`src/rtl/reg_file_seq.sv`:
```
// 8x8 register file: two registered read ports, one write port, clear sweep.
// Define REG_BYPASS_EN to forward a committing write to a same-address read.
module reg_file_seq #(
    parameter int DATA_W = 8,
    parameter int ADDR_W = 3
) (
    input  logic              CLK,
    input  logic              RESET_N,
    input  logic [DATA_W-1:0] IN,
    input  logic [ADDR_W-1:0] INADDRESS,
    input  logic              WRITE,
    input  logic [ADDR_W-1:0] OUT1ADDRESS,
    input  logic [ADDR_W-1:0] OUT2ADDRESS,
    input  logic              CLEAR,
    output logic [DATA_W-1:0] OUT1,
    output logic [DATA_W-1:0] OUT2,
    output logic              BUSY
);

    localparam int DEPTH = 2 ** ADDR_W;
    localparam logic [ADDR_W-1:0] LAST = ADDR_W'(DEPTH - 1);

    typedef enum logic {IDLE, SWEEP} state_t;

    state_t            state;
    logic [ADDR_W-1:0] ptr;
    logic [DATA_W-1:0] mem [DEPTH];
    logic              we;

    // CLEAR wins over a simultaneous write; nothing commits mid-sweep.
    assign we = WRITE && (state == IDLE) && !CLEAR;

    always_ff @(posedge CLK or negedge RESET_N) begin
        if (!RESET_N) begin
            for (int i = 0; i < DEPTH; i++) begin
                mem[i] <= '0;
            end
            OUT1  <= '0;
            OUT2  <= '0;
            BUSY  <= 1'b0;
            state <= IDLE;
            ptr   <= '0;
        end else begin
            OUT1 <= mem[OUT1ADDRESS];
            OUT2 <= mem[OUT2ADDRESS];
`ifdef REG_BYPASS_EN
            if (we && (OUT1ADDRESS == INADDRESS)) begin
                OUT1 <= IN;
            end
            if (we && (OUT2ADDRESS == INADDRESS)) begin
                OUT2 <= IN;
            end
`endif
            unique case (state)
                IDLE: begin
                    if (CLEAR) begin
                        state <= SWEEP;
                        ptr   <= '0;
                        BUSY  <= 1'b1;
                    end else if (we) begin
                        mem[INADDRESS] <= IN;
                    end
                end
                SWEEP: begin
                    mem[ptr] <= '0;
                    ptr      <= ptr + 1'b1;
                    if (ptr == LAST) begin
                        state <= IDLE;
                        BUSY  <= 1'b0;
                    end
                end
            endcase
        end
    end

endmodule
```
`config.mk`:
```
export PLATFORM = sky130hd
export DESIGN_NAME = reg_file_seq
export DESIGN_NICKNAME = d
export VERILOG_FILES = /design/src/rtl/reg_file_seq.sv
export SDC_FILE = /design/constraint.sdc
export NUM_CORES = 1
export LEC_CHECK = 0
export BUFFER_PORTS_ARGS = -buffer_cell sky130_fd_sc_hd__buf_2
export CORE_MARGIN = 8
export CORE_UTILIZATION = 40
export CTS_CLUSTER_DIAMETER = 100
export DETAILED_ROUTE_END_ITERATION = 8
export GPL_TIMING_DRIVEN = 0
export PLACE_DENSITY_LB_ADDON = 0.25
export SLEW_MARGIN = 20
export SYNTH_ARGS = -nofsm -noshare
export SYNTH_HDL_FRONTEND = slang
export SYNTH_SLANG_ARGS = --single-unit
export TNS_END_PERCENT = 100
```
`constraint.sdc`:
```
create_clock -name CLK -period 1.7 [get_ports CLK]
set_clock_uncertainty 0.15 [all_clocks]
set_input_delay 0.17 -clock CLK [delete_from_list [all_inputs] [get_ports CLK]]
set_output_delay 0.17 -clock CLK [all_outputs]
set_load 0.05 [all_outputs]
```
Word-level counts from Yosys, hierarchy flattened
Cells that the tools add are included.
- output and inout port bits: 17
- logic and storage cells: 61
- input bits: 21
- register bits: 85
- bitwise logic cells: 7
- mux-type cells: 22
- eq/ne operators: 5
- add/subtract/negate cells: 1
- $lt $le $gt $ge: 6
- reduce and logical (&&, ||, !) cells: 7
- operators by type and width (operator ; number):
    $mux W64 ; 2
    $pmux W64 S2 ; 1
    $and A64 B64 Y64 ; 1
    $bwmux W64 ; 1
    $not A64 Y64 ; 1
    $bmux W8 S3 ; 2
    $demux W8 S3 ; 2
    $mux W8 ; 6
    $ge A4 B4 Y1 const B ; 4
    $not A3 Y4 ; 4
    $lt A4 B1 Y1 const B ; 2
    $ne A2 B2 Y1 const B ; 3
    $pmux W3 S2 ; 1
    $logic_and A1 B1 Y1 ; 4
    $mux W1 ; 4
    $pmux W1 S2 ; 2
    $reduce_and A2 Y1 ; 2
    $add A3 B1 Y3 const B ; 1
    $eq A3 B3 Y1 const B ; 1
    $mux W3 ; 1
    $ne A2 B1 Y1 const B ; 1
    $logic_not A1 Y1 ; 1
    $not A1 Y1 ; 1

Logic depth before layout (Yosys ltp)
- word-level depth: 9
- depth in mapped cells: 5
- depth with buffers taken out: 3

Worst setup path after synthesis
OpenSTA, ideal clock, no wires.
- kind: reg-to-reg
- from: register ptr[2]
- to: register mem[56] (netlist bit)
- required time: 1.414 ns
- stages on the path, launching flop included: 6
- path slack: 0.080 ns
- arrival time: 1.334 ns
- period minus slack after synthesis: 1.620 ns
- library setup time: 0.136 ns
- path through: dfrtp_1 > clkbuf_1 > or4b_1 > clkbuf_1 > nand2_1 > mux2i_1
- cells in the longest elaborated chain, start to end: 8
- RTL lines (element ; line ; text):
    from (decl) ; 26 ; logic [ADDR_W-1:0] ptr;
    from (signal assigned) ; 66 ; ptr <= ptr + 1'b1;
    $not A3 Y4 (not written as such) * ; 65 ; mem[ptr] <= '0;
    $ge A4 B4 Y1 (not written as such) / $lt A4 B1 Y1 (equally long branches) ; 65 ;
    $logic_and A1 B1 Y1 (not written as such) ; 65 ;
    $mux W8 (not written as such) ; 65 ;
    $demux W8 S3 * ; 65 ;
    $not A64 Y64 (no line) * ; - ;
    $and A64 B64 Y64 (no line) * ; - ;
    $pmux W64 S2 * ; 54 ; unique case (state)
    to (signal, indexed assignment) ; 36 ; mem[i] <= '0;
    to (signal, indexed assignment) ; 61 ; mem[INADDRESS] <= IN;
    to (signal, indexed assignment) ; 65 ;
    to (decl) ; 27 ; logic [DATA_W-1:0] mem [DEPTH];
Mark *: on every way between the ends. The rest lies on a longest branch, timed or not.
A chain may end at the register's enable or synchronous reset.

Final worst setup path
- from: register ptr[1]
- to: register mem[57] (netlist bit)
The elaborated chain is that of the path after synthesis.

==> impl_metrics.ini <==
[status]
outcome = complete, no violations

[clock_network]
cts_tree = built
htreeDepth = 3
clkLatencyLatePin_ns = 0.36
numCtsBuffers = 9
clkTransAtPathRegs_ns = 0.09
cts_sinks = 85
cts_root_buffer = clkbuf_8
clk_path_buf_depth = 2

[worst_setup_path]
end_kind = flip-flop
slowest_delay_ns = 0.67
crit_end = mem[57]
path_depth = 4
crit_required_ns = 1.78
slowest_stage = or4b_4
crit_chain = buf_6 > or4b_4 > nand2_1 > mux2i_1
r2r_start = ptr[1]
worstSetupPathType = reg2reg
start_kind = flip-flop
critPathMaxFanout = 9
critical_path.startpoint = ptr[1]
worstPathArrival_ns = 1.74
reg2reg_slack_ns = 0.03
critical-path-top-delay-family = simple AND/OR/NAND/NOR gates
r2r-end = mem[57]
ff2ff_path_depth = 4
critPathBufInv = 1

[synth]
synth_nets = 346
async_flop_share_pct = 100
syn_inst = 322
mappedNetlistArea_um2 = 4410
yosysUniqueCellTypes = 29
syn_area_per_cell_um2 = 13.7
seq_area_frac_synth_pct = 48.2
ys_warn_count = 0
synth-edff-count = 0
synthFlopType = dfrtp_1
ys_seq_elements = 85

[routing]
drc = 0
drt_iter0_markers = 234
wire_per_inst_um = 22.6
ant_nets = 0
firstDrtPassIters = 4
wirelength_um = 11600
dr_total_vias = 2859
vias_per_cell = 5.57

[layout]
seq_area_um2 = 2130
instances_no_fill = 513
areaGrowthSynthToFinish_pct = 16.4
nets = 392
multi_input_area_um2 = 2170
drive_gt1_share_pct = 34.6
antenna_cells = 0
final_cell_area_um2 = 5140
fill_cells = 967
final_util_pct = 47.6

[sta]
slew_viol_final = 0
setup_viol = 0
timing.final.ws_setup_ns = 0.0324
fmax_ghz = 0.600
post-route-min-period_ns = 1.67
rsz0062_at_grt = true
fin_crit_sh_pct = 98.1
tns_ns = 0
worstMarginPinSlew_ns = 0.802
worst_hold_slack_ns = 0.0274
hold_viol = 0
slew_headroom_pct = 46.5

[global_route]
grt_overflow = 0
antenna_found_initial = 0
grt_max_degree = 52
grt_pass1_wl_um = 17600
first_global_vias = 3018
gr-usage-all-layers_pct = 16.0

[min_path]
hp-class = in2reg

[flow_run]
maxCapViolations = 0

[power]
leakagePower_nw = 2.66
combinationalPowerShare_pct = 34.8
clkPwrFrac_pct = 23.5
vdd_drop_max_mv = 0.836
power.density_nw_per_um2 = 1430
total_power_mw = 7.34
p_switching_mw = 2.65
intPower_mw = 4.69
power_frac_seq_pct = 41.7
sw_frac_of_total_pct = 36.0

[place]
placed_area_um2 = 4770
hpwl_um = 7530
placedCellCount = 494
dp_slack_ns = -0.252
gp_congestion = 0.764
io_buffers = 31

[floorplanning]
io_pins = 38
start_util_pct = 40.9
core_um2 = 10800
die_area_um2 = 14600
fp.dieH_um = 121
rows = 38
fp.dieW_um = 121
-- area by class of cell --
type                            instances  share of cell area (%)
Buffer                                 16                    2.83
Clock buffer                           10                    2.48
Clock inverter                          6                    2.17
Inverter                                9                   0.658
Multi-Input combinational cell        207                    42.2
Sequential cell                        85                    41.5
Tap cell                              140                    3.41
Timing Repair Buffer                   40                    4.82
-- worst min-delay path, delay by kind of cell --
| kind | cells | cell delay, ns |
|---|---|---|
| mux | 1 | 0.15 |
| buf+inv | 2 | 0.18 |
-- layout by cell type (no fill, tap or decap), drive strengths merged, types with 2 or more instances in the layout --
cell / netlist / routed
nand3: 2 / 2
clkinv: 0 / 2
inv: 9 / 9
a22o: 2 / 2
mux2: 17 / 17
ha: 3 / 3
buf: 15 / 54
nand2: 68 / 68
nor3b: 2 / 2
and4b: 2 / 2
mux2i: 64 / 64
bufinv: 0 / 3
nand4b: 3 / 3
clkbuf: 6 / 11
mux4: 32 / 32
nor2: 3 / 3
dfrtp: 85 / 85
nand4bb: 3 / 3
-- flip-flops by register name, indices dropped and copies added, names as in the netlist --
| register | flops |
|---|---|
| mem | 64 |
| OUT2 | 8 |
| OUT1 | 8 |
| state | 1 |
| BUSY | 1 |
| ptr | 3 |
-- worst min-delay path by stage --
stage | startpoint | to | slack (ns) | depth (start not counted)
2_1_floorplan | RESET_N | BUSY | -0.28 | 0
3_3_place_gp | mem[5] | mem[5] | 0.37 | 2
3_5_place_dp | RESET_N | OUT2[2] | 0.02 | 1
4_1_cts | CLEAR | BUSY | 0.03 | 3
5_1_grt | CLEAR | BUSY | 0.05 | 3
6_report | IN[5] | mem[45] | 0.03 | 3
-- what timing repair did --
item | 4_1_cts | 5_1_grt
setup endpoints to repair | 64 | 49
hold buffers | 1 | 0
hold endpoints to repair | 34 | 0
pin swaps | 1 | 9
buffers inserted | 4 | 3
resized for setup | 10 | 17
-- kinds of logic (layout without fill, tap and decap cells) --
group	Yosys count	after routing	synth area share (%)
flip-flops	85	85	48.2
adder cells (fa/ha/maj)	3	3	0.851
AND/OR/NAND/NOR	87	87	9.56
multiplexers	113	113	36.7
buffers and inverters	30	81	4.00
AO/OA/AOI/OAI	4	4	0.652
-- Yosys cell counts, types with 3 or more instances --
cell | instances | share of area (%)
buf_2 | 7 | 0.79
clkbuf_1 | 6 | 0.51
ha_1 | 3 | 0.85
buf_6 | 3 | 0.77
mux2_2 | 5 | 1.3
nor2_1 | 3 | 0.26
mux4_2 | 26 | 13
nand2_1 | 66 | 5.6
inv_1 | 9 | 0.77
nand4b_1 | 3 | 0.60
mux4_1 | 6 | 3.6
dfrtp_1 | 85 | 48
mux2i_1 | 64 | 15
mux2_4 | 12 | 4.1
buf_1 | 3 | 0.26
nand4bb_1 | 3 | 0.77
-- power groups by stage --
stage          logic, mW  clock network, mW  registers, mW
2_1_floorplan       1.36                  0           3.34
3_3_place_gp        2.34                  0           2.97
3_5_place_dp        2.41                  0           3.02
4_1_cts             2.44               1.74           3.05
5_1_grt             2.73               1.82           3.14
6_report            2.56               1.72           3.06
-- layer usage --
| layer | vias to the layer above | routed length, um | global-route usage (%) |
|---|---|---|---|
| li1 | 1266 | - | - |
| met1 | 1506 | 5360 | 22.6 |
| met2 | 77 | 5510 | 24.9 |
| met3 | 10 | 604 | 3.44 |
| met4 | 0 | 99 | 3.20 |
| met5 | - | 0 | 0 |
No activity file was read; power rests on OpenSTA's default activity.
